--- config.mk ---
export PLATFORM = sky130hd
export DESIGN_NAME = ram_ctrl
export DESIGN_NICKNAME = d
export VERILOG_FILES = /design/src/rtl/ram_ctrl.sv
export SDC_FILE = /design/constraint.sdc
export NUM_CORES = 1
export LEC_CHECK = 0
export ABC_AREA = 1
export CORE_MARGIN = 2
export CORE_UTILIZATION = 43
export CTS_BUF_LIST = sky130_fd_sc_hd__clkbuf_8
export CTS_CLUSTER_SIZE = 10
export DETAILED_ROUTE_END_ITERATION = 7
export PLACE_DENSITY = 0.82
export SLEW_MARGIN = 20
export SYNTH_ARGS = -nofsm -noshare
export SYNTH_HDL_FRONTEND = slang
export SYNTH_SLANG_ARGS = --single-unit
export TNS_END_PERCENT = 50
--- constraint.sdc ---
create_clock -name clk -period 1.3 [get_ports clk]
set_input_delay 0.26 -clock clk [delete_from_list [all_inputs] [get_ports clk]]
set_output_delay 0.26 -clock clk [all_outputs]
set_load 0.005 [all_outputs]
--- src/rtl/ram_ctrl.sv ---
// ram_ctrl: single-port initiator for a 16x4 RAM with a registered read port.
//
// Accepts one read or write request at a time on a valid/ready request port,
// drives the RAM strobes from registers, captures read data exactly one cycle
// after the read strobe, and presents it on a valid/ready response port.
//
// Ports:
//   clk, rst                  clock (rising edge), synchronous active-high reset
//   req_valid/req_ready       request handshake
//   req_wr/req_addr/req_wdata request kind (1 = write), word address, write data
//   rsp_valid/rsp_ready       response handshake (read data only)
//   rsp_data                  read data, held stable while rsp_valid is high
//   ram_en/ram_wr             RAM enable / write select strobes
//   ram_addr/ram_wdata        RAM address / write data
//   ram_rdata                 RAM registered read output
//   init_done                 high once the controller will accept traffic
//
// Build option:
//   RAM_CTRL_CLEAR_EN  when defined, reset enters an INIT sweep that writes 0
//                      to all 16 words before init_done rises. When undefined,
//                      init_done is 1 from reset and RAM contents are unspecified.

module ram_ctrl (
  input  logic       clk,
  input  logic       rst,
  input  logic       req_valid,
  output logic       req_ready,
  input  logic       req_wr,
  input  logic [3:0] req_addr,
  input  logic [3:0] req_wdata,
  output logic       rsp_valid,
  input  logic       rsp_ready,
  output logic [3:0] rsp_data,
  output logic       ram_en,
  output logic       ram_wr,
  output logic [3:0] ram_addr,
  output logic [3:0] ram_wdata,
  input  logic [3:0] ram_rdata,
  output logic       init_done
);

`ifdef RAM_CTRL_CLEAR_EN
  typedef enum logic [2:0] {
    S_INIT  = 3'd0,
    S_IDLE  = 3'd1,
    S_WRITE = 3'd2,
    S_READ  = 3'd3,
    S_RDCAP = 3'd4,
    S_RSP   = 3'd5
  } state_t;
  localparam state_t RST_STATE     = S_INIT;
  localparam logic   RST_INIT_DONE = 1'b0;
`else
  typedef enum logic [2:0] {
    S_IDLE  = 3'd1,
    S_WRITE = 3'd2,
    S_READ  = 3'd3,
    S_RDCAP = 3'd4,
    S_RSP   = 3'd5
  } state_t;
  localparam state_t RST_STATE     = S_IDLE;
  localparam logic   RST_INIT_DONE = 1'b1;
`endif

  state_t     state_q, state_d;
  logic       ram_en_q, ram_en_d;
  logic       ram_wr_q, ram_wr_d;
  logic [3:0] ram_addr_q, ram_addr_d;
  logic [3:0] ram_wdata_q, ram_wdata_d;
  logic       rsp_valid_q, rsp_valid_d;
  logic [3:0] rsp_data_q, rsp_data_d;
  logic       init_done_q, init_done_d;
`ifdef RAM_CTRL_CLEAR_EN
  // Counts 0..16: values 0..15 issue the clearing strobe, 16 ends the sweep.
  logic [4:0] init_cnt_q, init_cnt_d;
`endif

  assign req_ready = (state_q == S_IDLE) & init_done_q;
  assign ram_en    = ram_en_q;
  assign ram_wr    = ram_wr_q;
  assign ram_addr  = ram_addr_q;
  assign ram_wdata = ram_wdata_q;
  assign rsp_valid = rsp_valid_q;
  assign rsp_data  = rsp_data_q;
  assign init_done = init_done_q;

  // Next-state and next-output logic; strobes default low every cycle.
  always_comb begin
    state_d     = state_q;
    ram_en_d    = 1'b0;
    ram_wr_d    = 1'b0;
    ram_addr_d  = ram_addr_q;
    ram_wdata_d = ram_wdata_q;
    rsp_valid_d = rsp_valid_q;
    rsp_data_d  = rsp_data_q;
    init_done_d = init_done_q;
`ifdef RAM_CTRL_CLEAR_EN
    init_cnt_d  = init_cnt_q;
`endif
    case (state_q)
      S_IDLE: begin
        // The request is latched straight into the strobe registers so the
        // RAM sees it in the cycle following acceptance.
        if (req_valid && req_ready) begin
          ram_en_d    = 1'b1;
          ram_wr_d    = req_wr;
          ram_addr_d  = req_addr;
          ram_wdata_d = req_wdata;
          state_d     = req_wr ? S_WRITE : S_READ;
        end else begin
          state_d = S_IDLE;
        end
      end
      S_WRITE: begin
        state_d = S_IDLE;
      end
      S_READ: begin
        state_d = S_RDCAP;
      end
      S_RDCAP: begin
        // The only cycle in which the RAM output is meaningful.
        rsp_data_d  = ram_rdata;
        rsp_valid_d = 1'b1;
        state_d     = S_RSP;
      end
      S_RSP: begin
        if (rsp_ready) begin
          rsp_valid_d = 1'b0;
          state_d     = S_IDLE;
        end else begin
          state_d = S_RSP;
        end
      end
`ifdef RAM_CTRL_CLEAR_EN
      S_INIT: begin
        if (init_cnt_q == 5'd16) begin
          init_done_d = 1'b1;
          state_d     = S_IDLE;
        end else begin
          ram_en_d    = 1'b1;
          ram_wr_d    = 1'b1;
          ram_addr_d  = init_cnt_q[3:0];
          ram_wdata_d = 4'h0;
          init_cnt_d  = init_cnt_q + 5'd1;
          state_d     = S_INIT;
        end
      end
`endif
      default: begin
        state_d     = RST_STATE;
        rsp_valid_d = 1'b0;
      end
    endcase
  end

  // State and output registers with synchronous reset.
  always_ff @(posedge clk) begin
    if (rst) begin
      state_q     <= RST_STATE;
      ram_en_q    <= 1'b0;
      ram_wr_q    <= 1'b0;
      ram_addr_q  <= 4'h0;
      ram_wdata_q <= 4'h0;
      rsp_valid_q <= 1'b0;
      rsp_data_q  <= 4'h0;
      init_done_q <= RST_INIT_DONE;
`ifdef RAM_CTRL_CLEAR_EN
      init_cnt_q  <= 5'd0;
`endif
    end else begin
      state_q     <= state_d;
      ram_en_q    <= ram_en_d;
      ram_wr_q    <= ram_wr_d;
      ram_addr_q  <= ram_addr_d;
      ram_wdata_q <= ram_wdata_d;
      rsp_valid_q <= rsp_valid_d;
      rsp_data_q  <= rsp_data_d;
      init_done_q <= init_done_d;
`ifdef RAM_CTRL_CLEAR_EN
      init_cnt_q  <= init_cnt_d;
`endif
    end
  end

endmodule

==> results of run 1 <==
-- state kept, by name, summed over array words and instances (netlist names) --
register	count
ram_wr	1
rsp_data	4
ram_wdata	4
ram_en	1
ram_addr	4
state_q	3
rsp_valid	1
-- per-stage QoR --
step                area, sq um  utilization, %
floorplan                 792.0               -
global placement           1197           69.35
detailed placement         1197           69.35
CTS                        1240           71.81
global route               1241           71.88
finish                     1241           71.88
-- power breakdown --
part | internal (mW) | leakage, nW | switching, mW
registers | 0.605 | 0.150 | 0.0297
logic | 0.191 | 0.450 | 0.174
clock network | 0.269 | 0.0288 | 0.189
total | 1.06 | 0.628 | 0.393
-- worst register-to-register path, cell delays in order, from the launching register on --
cell and delay (ps):
dfxtp_2 340, buf_4 140, nor2_1 160, nand2_2 130, o21ai_1 150, nor2_1 50
-- kinds of logic after synthesis --
group	synth area share (%)
compound gates	5.529
buf+inv	10.74
flops	45.50
other cells	0.4735
simple gates	37.76
-- final cells by class --
| type | instances | area, sq um | area share (%) |
|---|---|---|---|
| timing repair buffer | 42 | 375.4 | 30.24 |
| sequential | 18 | 369.1 | 29.74 |
| multi-input combinational | 65 | 346.6 | 27.92 |
| inverter | 17 | 63.81 | 5.141 |
| clock buffer | 4 | 55.05 | 4.435 |
| tap | 25 | 31.28 | 2.520 |
-- final timing paths --
check	slack (ps)	startpoint	cells past startpoint	end
setup / recovery	50	state_q[2]$_SDFF_PP0_	4	req_ready
hold / removal	480	rsp_data[1]$_SDFFE_PP0P_	2	rsp_data[1]$_SDFFE_PP0P_
setup reg to reg	220	state_q[0]$_SDFF_PP1_	5	rsp_data[2]$_SDFFE_PP0P_
hold reg to reg	480	rsp_data[1]$_SDFFE_PP0P_	2	rsp_data[1]$_SDFFE_PP0P_
-- repair_timing --
item	4_1_cts	5_1_grt
hold endpoints to repair	0	0
resized for setup	23	1
hold buffers	0	0
pin swaps	0	0
endpoints found under the setup margin	16	1
-- synth_stat cells --
master and instances:
nor2_1 20, dfxtp_1 18, inv_1 13, nand2_1 13
nand4_1 8, nor2_2 8, inv_2 4, o21ai_1 4
a21oi_1 2, buf_2 2, nand3_1 2, buf_4 1
clkbuf_1 1, conb_1 1, nand2_2 1, nand3_4 1
nor2_4 1, nor2_8 1, nor3_2 1, o2111ai_1 1
o21ai_0 1
-- layer usage --
layer	track usage [%]	share of wire, %	wire length, um	vias to the layer above
li1	-	-	-	408
met1	25.29	45	793	348
met2	27.40	48	845	22
met3	3.462	3.8	68	8
met4	12.22	3.9	70	0
met5	0	0	0	-
==> impl_results.md, run 1 <==
- Final Non-Filler Cells: 171
- Antenna violations before repair: 0
- Largest cells by area after synthesis: dfxtp_1 45%, nor2_1 9.5%, nand4_1 6.3%, nor2_2 6.3%, inv_1 6.2%
- Buffers inserted by post-CTS timing repair: 0
- Nets: 164
- Crit share post-route: 96.01%
- Post-Place Setup Slack: 13.50 ps
- DR vias: 786
- Initial Utilization: 45.87%
- Routability cong.: 0.7025
- Clock buffer depth: 2
- Crit-path cells: inv_2, nand3_4, inv_2, dlygate4sd2_1
- Static Leak: 0.6282 nW
- Core Region: 0.001727 sq mm
- Max stage delay on crit path: 330 ps
- Post-DP HPWL: 1314 um
- I/O pin total: 34
- Register area share after synthesis: 45.50%
- TritonCTS buffer count: 3
- Period minus WS final: 1248 ps
- First-pass GRT wire length: 2904 um
- PD cells: 1174 mW/mm^2
- RSZ-0062 raised after global routing: false
- CTS tree: done
- Layout area overhead: 56.71%
- Row count: 15
- CP startpoint kind: flip-flop
- Critical Path RT: 1040 ps
- Final ANT Viol Nets: 0
- Post-Place Cells: 167
- Max_cap viols: 0
- Mapped Area: 792.0 sq um
- #FFs+latches synth: 18
- CP max-delay cell: dfxtp_2
- Total grt overflow: 0
- Critical path's top delay family: buffers and inverters
- Clock root buffer: clkbuf_8
- CP Class: reg -> out
- Antenna fix cells: 0
- Die X: 46.92 um
- Drt pass-1 iters: 4
- Die area: 0.002201 sq mm
- Syn nets: 121
- DRC Markers: 0
- Most common cell after layout, fill and taps aside: nor2_1
- Largest net degree at the start of global routing: 11
- Hold Crit Class: reg -> reg
- Die span in y: 46.92 um
- Vias/cell: 4.596
- Share of cells above drive strength 1: 26.71%
- Peak VDD IR: 0.7193 mV
- Most frequent cells in the layout: 20 x nor2_1, 16 x clkdlybuf4s50_1, 16 x dlygate4sd2_1
- Most used cell, CP: inv_2
- Final setup fails: 0
- Synth area leader: dfxtp_1
- Clock Skew: 3.504 ps
- Yosys top cell area share: 45.50%
- Depth of the CTS H-tree: 1
- Crit Path Max Fanout: 2
- Power Total: 1.458 mW
- Port bufs: 32
- Setup_tns: 0 ps
- Global-route total usage across every layer: 18.79%
- Starting DRT DRC Count: 1
- Clock latency on the worst-skew pair: 250 ps
- CP endpoint kind: primary output
- Run status: completed
- Clock Sinks: 18
- Fillers: 157
- Final WS setup: 51.91 ps
- Syn. warnings: 0
- Avg WL per Cell: 10.39 um
- Final Hold Fails: 0
- Synth cell types: 21
- WHS: 479.5 ps
- Vias in the first global route: 707
- Worst Path Arrival: 990 ps
- Cells after Synth: 104
- WL final: 1777 um
- Mean post-synth cell area: 7.615 sq um
- Final slew viol count: 0
- Reg clk slew, reported paths: 70 ps
- Fmax: 0.8012 GHz
- Crit path buffers/inverters: 3
No activity file was read; power rests on OpenSTA's default activity.
==> run 2: changes to the inputs <==
--- a/config.mk
+++ b/config.mk
@@ -6,7 +6,7 @@
 export NUM_CORES = 1
 export LEC_CHECK = 0
 export ABC_AREA = 1
-export CORE_MARGIN = 2
+export CORE_MARGIN = 10
 export CORE_UTILIZATION = 43
 export CTS_BUF_LIST = sky130_fd_sc_hd__clkbuf_8
 export CTS_CLUSTER_SIZE = 10
==> impl_results.md, run 2 (same netlist as run 1, synthesis figures left out) <==
- Run status: completed
- Period minus WS final: 1238 ps (-10.37 ps)
- Most common cell after layout, fill and taps aside: nor2_1
- Crit path buffers/inverters: 3 (unchanged)
- Total grt overflow: 0 (unchanged)
- Multi-input logic area: 346.6 sq um (unchanged)
- Critical Path RT: 1040 ps (about the same)
- Depth of the CTS H-tree: 1 (unchanged)
- Final slew viol count: 0 (unchanged)
- Vias in the first global route: 833 (+18%)
- Antenna fix cells: 0 (unchanged)
- Max_cap viols: 0 (unchanged)
- Crit-path cells: inv_2, nand3_4, inv_2, clkdlybuf4s15_1
- Reg clk slew, reported paths: 70 ps (about the same)
- Critical path's top delay family: flip-flops
- Clock buffer depth: 2 (unchanged)
- PD cells: 1180 mW/mm^2 (+0.50%)
- CP startpoint kind: flip-flop
- DRC Markers: 0 (unchanged)
- Routability cong.: 0.7416 (+5.6%)
- Fmax: 0.8079 GHz (+0.84%)
- WL final: 2267 um (+28%)
- Fillers: 162 (+3.2%)
- Sequential cell area: 367.9 sq um (-0.34%)
- Layout area overhead: 56.71% (unchanged)
- DR vias: 800 (+1.8%)
- CP Class: reg -> out
- Crit share post-route: 95.21% (-0.80 points)
- Final ANT Viol Nets: 0 (unchanged)
- Initial Utilization: 45.38% (-0.49 points)
- Setup_tns: 0 ps (unchanged)
- Vias/cell: 4.678 (+1.8%)
- Peak VDD IR: 0.8087 mV (+12%)
- Die X: 62.92 um (+34%)
- Static Leak: 0.6278 nW (about the same)
- Most frequent cells in the layout: 20 x nor2_1, 16 x clkdlybuf4s50_1, 15 x dlygate4sd2_1
- Core Region: 0.001745 sq mm (+1.1%)
- Worst Path Arrival: 980 ps (about the same)
- Share of cells above drive strength 1: 26.03% (-0.68 points)
- Drt pass-1 iters: 4 (unchanged)
- Final setup fails: 0 (unchanged)
- Clock Sinks: 18 (unchanged)
- Crit Path Max Fanout: 2 (unchanged)
- Power Total: 1.465 mW (+0.50%)
- Starting DRT DRC Count: 14 (+13)
- Clock root buffer: clkbuf_8
- CTS tree: done
- Global-route total usage across every layer: 11.64% (-7.1 points)
- CP endpoint kind: primary output
- I/O pin total: 34 (unchanged)
- Row count: 15 (unchanged)
- Most used cell, CP: inv_2
- Post-DP HPWL: 1830 um (+39%)
- Max stage delay on crit path: 330 ps (about the same)
- Largest net degree at the start of global routing: 11 (unchanged)
- Buffers inserted by post-CTS timing repair: 0 (unchanged)
- Die span in y: 62.92 um (+34%)
- CP max-delay cell: dfxtp_2
- RSZ-0062 raised after global routing: false
- Nets: 164 (unchanged)
- TritonCTS buffer count: 3 (unchanged)
- Clock Skew: 5.161 ps (+1.656 ps)
- Port bufs: 32 (unchanged)
- Hold Crit Class: reg -> reg
- Clock latency on the worst-skew pair: 250 ps (about the same)
- Avg WL per Cell: 13.26 um (+28%)
- Final Hold Fails: 0 (unchanged)
- First-pass GRT wire length: 3732 um (+29%)
- Die area: 0.003958 sq mm (+80%)
- Antenna violations before repair: 0 (unchanged)
run 2: through the flow:
stage	area, sq um	cells	hold WS (ps)	utilization, %	worst slack [ps]
after CTS	1237	171	483.9	70.90	1.663
after detailed placement	1197	167	473.2	68.60	-21.19
after floorplan	792.0	104	329.1	-	375.0
final	1241	171	483.4	71.11	62.27
after global placement	1197	167	466.4	68.60	30.49
after global routing	1241	171	512.7	71.11	9.761
run 2: repair_timing:
action                                  4_1_cts  5_1_grt
hold buffers                                  0        0
endpoints found under the setup margin       16        1
resized for setup                            21        3
pin swaps                                     0        0
run 2: worst paths after layout:
check	slack [ps]	cells after the start	end	start
worst min-delay path	480	2	rsp_data[3]$_SDFFE_PP0P_	rsp_data[3]$_SDFFE_PP0P_
worst max-delay path	60	4	req_ready	state_q[2]$_SDFF_PP0_
worst max register to register	220	6	ram_addr[3]$_SDFFE_PP0P_	state_q[0]$_SDFF_PP1_
worst min register to register	480	2	rsp_data[3]$_SDFFE_PP0P_	rsp_data[3]$_SDFFE_PP0P_
run 2: power by group:
group / total (mW) / switching, mW / leakage, nW / internal (mW)
clock network: 0.451 / 0.182 / 0.0288 / 0.269
logic: 0.377 / 0.184 / 0.450 / 0.193
registers: 0.637 / 0.0320 / 0.149 / 0.605
total: 1.46 / 0.399 / 0.628 / 1.07
run 2: worst reg2reg max path: cells and delay by family, from the launching register on:
family / cells / cell delay (ps)
and+or+nand+nor: 4 / 450
DFF: 1 / 360
buffers and inverters: 2 / 180
run 2: per-layer routing:
layer  up-vias  global-route usage [%]  part of all wire, %
met3         4                   3.584                  6.4
met1       368                   10.30                   37
met5         -                       0                    0
met2        23                   22.21                   55
met4         0                   6.983                  1.7
li1        405                       -                    -
run 2: cell type report:
type | count | share of cell area [%]
repair buffers | 42 | 30.34
flip-flops and latches | 18 | 29.64
multi-input cells | 65 | 27.92
inverters | 17 | 5.141
clock buffers | 4 | 4.435
well taps | 25 | 2.520
